<file path="src/rtl/regfile_mp_if.sv">
// Bus bundle for regfile_mp: read ports, two writeback ports, issue/flush control, busy count.
interface regfile_mp_if #(
  parameter int unsigned DATAWIDTH = 32,
  parameter int unsigned NUMREGS   = 32,
  parameter int unsigned NREAD     = 2
);
  localparam int unsigned ADDRW = (NUMREGS > 1) ? $clog2(NUMREGS) : 1;

  logic [NREAD*ADDRW-1:0]     readAddr;
  logic [NREAD*DATAWIDTH-1:0] readData;
  logic [NREAD-1:0]           readBusy;

  logic                       wrEn0;
  logic [ADDRW-1:0]           wrAddr0;
  logic [DATAWIDTH-1:0]       wrData0;

  logic                       wrEn1;
  logic [ADDRW-1:0]           wrAddr1;
  logic [DATAWIDTH-1:0]       wrData1;

  logic                       issueEn;
  logic [ADDRW-1:0]           issueReg;
  logic                       flush;

  logic [ADDRW:0]             busyCount;

  // Issue/writeback side drives requests and observes read results.
  modport master (
    output readAddr, wrEn0, wrAddr0, wrData0, wrEn1, wrAddr1, wrData1,
           issueEn, issueReg, flush,
    input  readData, readBusy, busyCount
  );

  // Register file side.
  modport slave (
    input  readAddr, wrEn0, wrAddr0, wrData0, wrEn1, wrAddr1, wrData1,
           issueEn, issueReg, flush,
    output readData, readBusy, busyCount
  );
endinterface

</file>
<file path="src/rtl/regfile_mp.sv">
// Multi-port integer register file with write-through bypass and a per-register busy scoreboard.
module regfile_mp #(
  parameter int unsigned DATAWIDTH = 32,
  parameter int unsigned NUMREGS   = 32,
  parameter int unsigned NREAD     = 2
) (
  input  logic         clk,
  input  logic         rst_n,
  regfile_mp_if.slave  rf
);
  localparam int unsigned ADDRW = (NUMREGS > 1) ? $clog2(NUMREGS) : 1;
  localparam int unsigned CNTW  = ADDRW + 1;

  logic [DATAWIDTH-1:0] mem_q [NUMREGS];
  logic [DATAWIDTH-1:0] mem_d [NUMREGS];
  logic [NUMREGS-1:0]   busy_q;
  logic [NUMREGS-1:0]   busy_d;
  logic [CNTW-1:0]      busy_count_q;
  logic [CNTW-1:0]      busy_count_d;

  // Array next state: port 1 is applied last so it wins a same-address collision; entry 0 stays zero.
  always_comb begin
    mem_d = mem_q;
    if (rf.wrEn0 && (rf.wrAddr0 != '0)) mem_d[rf.wrAddr0] = rf.wrData0;
    if (rf.wrEn1 && (rf.wrAddr1 != '0)) mem_d[rf.wrAddr1] = rf.wrData1;
    mem_d[0] = '0;
  end

  // Scoreboard next state: flush beats issue, issue beats writeback clear; count tracks the new vector.
  always_comb begin
    busy_d       = busy_q;
    busy_count_d = '0;
    for (int unsigned r = 1; r < NUMREGS; r++) begin
      if (rf.flush) begin
        busy_d[r] = 1'b0;
      end else if (rf.issueEn && (rf.issueReg == ADDRW'(r))) begin
        busy_d[r] = 1'b1;
      end else if ((rf.wrEn0 && (rf.wrAddr0 == ADDRW'(r))) ||
                   (rf.wrEn1 && (rf.wrAddr1 == ADDRW'(r)))) begin
        busy_d[r] = 1'b0;
      end
    end
    busy_d[0] = 1'b0;
    for (int unsigned r = 0; r < NUMREGS; r++) begin
      busy_count_d = busy_count_d + CNTW'(busy_d[r]);
    end
  end

  // State registers; reset clears contents, scoreboard and count.
  always_ff @(posedge clk or negedge rst_n) begin
    if (!rst_n) begin
      for (int unsigned r = 0; r < NUMREGS; r++) begin
        mem_q[r] <= '0;
      end
      busy_q       <= '0;
      busy_count_q <= '0;
    end else begin
      mem_q        <= mem_d;
      busy_q       <= busy_d;
      busy_count_q <= busy_count_d;
    end
  end

  assign rf.busyCount = busy_count_q;

  // Combinational read ports; bypass is suppressed in reset so reads return zero there.
  for (genvar k = 0; k < int'(NREAD); k++) begin : g_rd
    logic [ADDRW-1:0] addr_c;
    logic             hit0_c;
    logic             hit1_c;

    assign addr_c = rf.readAddr[k*ADDRW +: ADDRW];
    assign hit0_c = rst_n && rf.wrEn0 && (rf.wrAddr0 == addr_c);
    assign hit1_c = rst_n && rf.wrEn1 && (rf.wrAddr1 == addr_c);

    assign rf.readData[k*DATAWIDTH +: DATAWIDTH] =
      (addr_c == '0) ? '0 :
      hit1_c         ? rf.wrData1 :
      hit0_c         ? rf.wrData0 :
                       mem_q[addr_c];

    assign rf.readBusy[k] = busy_q[addr_c] && !(hit0_c || hit1_c);
  end
endmodule

</file>
<file path="src/flat_wrapper.sv">
// flat-port wrapper written by rule: the top's interface ports become plain ports
module regfile_mp_flat 
#(
  parameter int unsigned DATAWIDTH = 32,
  parameter int unsigned NUMREGS   = 32,
  parameter int unsigned NREAD     = 2
)
  (clk, rst_n, rf_readAddr, rf_wrEn0, rf_wrAddr0, rf_wrData0, rf_wrEn1, rf_wrAddr1, rf_wrData1, rf_issueEn, rf_issueReg, rf_flush, rf_readData, rf_readBusy, rf_busyCount);
  regfile_mp_if #(.DATAWIDTH(DATAWIDTH), .NUMREGS(NUMREGS), .NREAD(NREAD)) rf_i ();
  input  logic clk;
  input  logic rst_n;
  input wire logic [$bits(rf_i.readAddr)-1:0] rf_readAddr;
  input wire logic [$bits(rf_i.wrEn0)-1:0] rf_wrEn0;
  input wire logic [$bits(rf_i.wrAddr0)-1:0] rf_wrAddr0;
  input wire logic [$bits(rf_i.wrData0)-1:0] rf_wrData0;
  input wire logic [$bits(rf_i.wrEn1)-1:0] rf_wrEn1;
  input wire logic [$bits(rf_i.wrAddr1)-1:0] rf_wrAddr1;
  input wire logic [$bits(rf_i.wrData1)-1:0] rf_wrData1;
  input wire logic [$bits(rf_i.issueEn)-1:0] rf_issueEn;
  input wire logic [$bits(rf_i.issueReg)-1:0] rf_issueReg;
  input wire logic [$bits(rf_i.flush)-1:0] rf_flush;
  output wire logic [$bits(rf_i.readData)-1:0] rf_readData;
  output wire logic [$bits(rf_i.readBusy)-1:0] rf_readBusy;
  output wire logic [$bits(rf_i.busyCount)-1:0] rf_busyCount;
  assign rf_i.readAddr = rf_readAddr;
  assign rf_i.wrEn0 = rf_wrEn0;
  assign rf_i.wrAddr0 = rf_wrAddr0;
  assign rf_i.wrData0 = rf_wrData0;
  assign rf_i.wrEn1 = rf_wrEn1;
  assign rf_i.wrAddr1 = rf_wrAddr1;
  assign rf_i.wrData1 = rf_wrData1;
  assign rf_i.issueEn = rf_issueEn;
  assign rf_i.issueReg = rf_issueReg;
  assign rf_i.flush = rf_flush;
  assign rf_readData = rf_i.readData;
  assign rf_readBusy = rf_i.readBusy;
  assign rf_busyCount = rf_i.busyCount;
  regfile_mp #(.DATAWIDTH(DATAWIDTH), .NUMREGS(NUMREGS), .NREAD(NREAD)) u_core (.clk(clk), .rst_n(rst_n), .rf(rf_i));
endmodule
</file>
<file path="config.mk">
export PLATFORM = sky130hd
export DESIGN_NAME = regfile_mp_flat
export DESIGN_NICKNAME = d
export VERILOG_FILES = /design/src/rtl/regfile_mp_if.sv /design/src/rtl/regfile_mp.sv /design/src/flat_wrapper.sv
export SDC_FILE = /design/constraint.sdc
export NUM_CORES = 2
export LEC_CHECK = 0
export BUFFER_PORTS_ARGS = -buffer_cell sky130_fd_sc_hd__buf_2
export CAP_MARGIN = 10
export CELL_PAD_IN_SITES_DETAIL_PLACEMENT = 2
export CELL_PAD_IN_SITES_GLOBAL_PLACEMENT = 2
export CORE_AREA = 5 5 404 406
export CTS_CLUSTER_SIZE = 20
export DETAILED_ROUTE_END_ITERATION = 10
export DIE_AREA = 0 0 409 411
export GPL_ROUTABILITY_DRIVEN = 0
export GPL_TIMING_DRIVEN = 1
export HOLD_SLACK_MARGIN = 0.08
export PLACE_DENSITY = 0.78
export SYNTH_ARGS = -nofsm -noshare
export SYNTH_HDL_FRONTEND = slang
export SYNTH_SLANG_ARGS = --single-unit
</file>
<file path="constraint.sdc">
create_clock -name clk -period 6.7 [get_ports clk]
set_clock_uncertainty 0.15 [all_clocks]
set_input_delay 1.34 -clock clk [delete_from_list [all_inputs] [get_ports clk]]
set_output_delay 1.34 -clock clk [all_outputs]
set_load 0.01 [all_outputs]
</file>
==> impl_metrics.tcl <==
set metrics [dict create \
    clkSlewWorstSetupHoldPaths_ps 70 \
    tightest_slew_ps 1380 \
    reg2reg_depth 17 \
    cts.path.max_buffers 3 \
    wl_per_cell_um 43.8 \
    cts_tree "yes" \
    p_comb_share_pct 26.4 \
    tns_ps 0 \
    cts.sinks 1029 \
    synth_warnings 0 \
    dpl_cell_area_sq_um 69300 \
    period_minus_slack_ps 6600 \
    yosysSeqAreaShare_pct 38.8 \
    cts_buffers 121 \
    ys_async_sr_fraction_pct 100 \
    ys.flop_type "dfrtp_1" \
    synth_top_area_share_pct 38.8 \
    layout-drive-gt1-share_pct 21.0 \
    utilization_pct 46.1 \
    max_freq_ghz 0.151 \
    antenna_found_initial 57 \
    vias_per_cell 7.65 \
    power.leakage_nw 33.0 \
    grt_overflow 0 \
    first_pass_iters 6 \
    setup_viol 0 \
    hpwl_um 220000 \
    synth_area_leader_cell "dfrtp_1" \
    syn_inst 6540 \
    core_sq_um 159000 \
    power.density_nw_per_um2 304 \
    die-area_sq_um 168000 \
    die_h_um 411 \
    drt_wl_total_um 375000 \
    grt_pass1_vias 68700 \
    max_slew_margin_pct 8.11 \
    grt_max_degree 153 \
    crit_fanout 5 \
    rr_endpoint "u_core.rf.busyCount[4]$_DFF_PN0_" \
    synthTopCellsByArea "dfrtp_1 (39%), mux4_2 (15%), mux2i_1 (12%), a21oi_1 (3.9%), o21ai_0 (3.9%)" \
    required_ps 7240 \
    grtUsageTotal_pct 43.3 \
    r2r-start "u_core.busy_q[27]$_DFF_PN0_" \
    cts_setup_buffers 0 \
    chipWidth_um 409 \
    post-route-period-util_pct 98.6 \
    avgSynthCellArea_sq_um 10.1 \
    synth_cell_types 64 \
    num_vias 65500 \
    synthesis.area_sq_um 66300 \
    status "complete, no violations" \
    p_sw_mw 7.65 \
    yosys_register_bits 1029 \
    critPathArrivalTime_ps 7150 \
    synth_edf_count 0 \
    seq_power_share_pct 41.6 \
    htree_levels 3 \
    drt_iter0_drc 9220 \
    r2r_setup_slack_ps 1010 \
    hold_path_class "input port to async pin" \
    cap_violations 0 \
    swShare_pct 34.2 \
    syn_to_final_growth_pct 11.0 \
    num_rows 147 \
    irDropWorstVdd_mv 0.195 \
    slew_viol_final 0 \
    endpoint_kind "register" \
    postSynthNetCount 6667 \
    mostFrequentLayoutCell "dfrtp_1" \
    io_buffers 166 \
    power_frac_clock_pct 32.0 \
    hold_viol 0 \
    drc 0 \
    finalNonFillerCells 8564 \
    rsz0062_at_grt "no" \
    p_int_mw 14.7 \
    ant_nets 0 \
    n_fill_cell 16300 \
    critPathLaunchType "input port" \
    mostFrequentLayoutCells "dfrtp_1 (1029), mux2i_1 (777), nor2_1 (576), nand2_1 (554), a21oi_1 (520)" \
    initial_core_util_pct 41.6 \
    nNetsFinal 6443 \
    critical_path_class "input port to register" \
    dpl.cell_count 8279 \
    final_cell_area_sq_um 73600 \
    insertion_delay_ps 790 \
    io_pins 167 \
    grt_pass1_wl_um 524000 \
    cts_root_buf "clkbuf_16" \
]
[what timing repair did]
item	in CTS	in global routing
hold buffers	0	0
resized for setup	0	1
setup endpoints to repair	0	1
[final cells by class]
cell class	instances	area, sq um	share of cell area, %
antenna	57	143	0.194
clock inverter	40	434	0.590
inverter	51	191	0.260
timing repair buffer	494	3680	5.00
sequential	1029	25700	35.0
clock buffer	188	3700	5.03
multi-input combinational	4619	37100	50.4
tap	2086	2610	3.55
[flip-flops by register name, indices dropped and copies added, names as in the netlist]
register             cells
u_core.busy_q           31
u_core.mem_q           992
u_core.rf.busyCount      6
[kinds of logic (layout without fill, tap and decap cells)]
| kind of cell | after synthesis | after routing | synth area share [%] |
|---|---|---|---|
| mux | 1289 | 1289 | 27.8 |
| compound gates | 1727 | 1727 | 16.1 |
| xor+xnor | 23 | 23 | 0.304 |
| buf+inv | 892 | 773 | 6.06 |
| flops | 1029 | 1029 | 38.8 |
| other cells | 0 | 57 | 0 |
| fa+ha+maj | 32 | 32 | 0.864 |
| simple gates | 1548 | 1548 | 10.1 |
[how the worst max path moves through the flow]
| stage | depth (start not counted) | start | slack [ps] | to |
|---|---|---|---|---|
| after floorplan | 20 | rf_wrAddr0[4] | -100 | u_core.rf.busyCount[4]$_DFF_PN0_ |
| after global placement | 20 | rf_wrAddr0[2] | -240 | u_core.rf.busyCount[4]$_DFF_PN0_ |
| after detailed placement | 20 | rf_wrAddr0[2] | -540 | u_core.rf.busyCount[4]$_DFF_PN0_ |
| after CTS | 20 | rf_wrAddr0[2] | 160 | u_core.rf.busyCount[4]$_DFF_PN0_ |
| after global routing | 20 | rf_wrAddr0[2] | 10 | u_core.rf.busyCount[4]$_DFF_PN0_ |
| final | 20 | rf_wrAddr0[2] | 100 | u_core.rf.busyCount[4]$_DFF_PN0_ |
[stage by stage]
| stage | hold slack [ps] | total power [mW] | setup slack (ps) |
|---|---|---|---|
| 2_1_floorplan | 384 | 12.7 | -104 |
| 3_3_place_gp | 410 | 14.3 | -239 |
| 3_5_place_dp | 430 | 14.9 | -541 |
| 4_1_cts | 363 | 22.0 | 155 |
| 5_1_grt | 390 | 23.0 | 10.2 |
| 6_report | 345 | 22.4 | 96.6 |
[power by group through the flow]
stage               Clock (mW)  Combinational (mW)  Sequential (mW)
floorplan                    0                3.99             8.66
global placement             0                5.28             9.03
detailed placement           0                5.64             9.23
CTS                       7.12                5.73             9.18
global route              7.39                6.17             9.39
finish                    7.15                5.90             9.30
[per-layer routing]
layer / GRT usage (%) / share of wire [%] / wire (um)
met5: 0 / 0.046 / 173
met4: 35.8 / 9.6 / 35900
met3: 16.9 / 13 / 49300
met2: 61.8 / 42 / 157000
met1: 51.4 / 35 / 132000
[cells in the mapped netlist (7+ instances only)]
library cell and n:
a211oi_1 45, a211oi_2 9, a21o_1 20, a21oi_1 521, a221o_1 31, a221oi_1 106
a22o_1 30, a22oi_1 230, a32oi_1 113, and2_1 9, and3_1 21, buf_1 58
buf_2 166, buf_4 45, buf_6 29, clkbuf_1 531, clkbuf_2 7, dfrtp_1 1029
fa_1 23, ha_1 9, inv_1 51, mux2_2 80, mux2i_1 777, mux4_2 432
nand2_1 596, nand2b_1 22, nand3b_1 10, nor2_1 606, nor2_2 11, nor2b_1 86
nor3_1 79, nor4_1 45, o21ai_0 512, o21ai_1 34, o22ai_1 55, or2_2 15
or4_1 7, xnor2_1 11, xor2_1 12
[worst max-delay path, stage by stage]
cell	delay (ps)
buf_2	200
or3_4	430
nor2_4	130
nand2_4	80
a32oi_1	260
nor2_1	110
ha_1	330
inv_1	70
fa_1	510
fa_1	430
fa_1	550
fa_2	500
fa_1	520
inv_1	60
fa_1	480
ha_2	220
fa_2	410
a21o_1	210
a21oi_2	160
xnor2_1	140
Note: power is estimated with default switching activity, not from simulation.
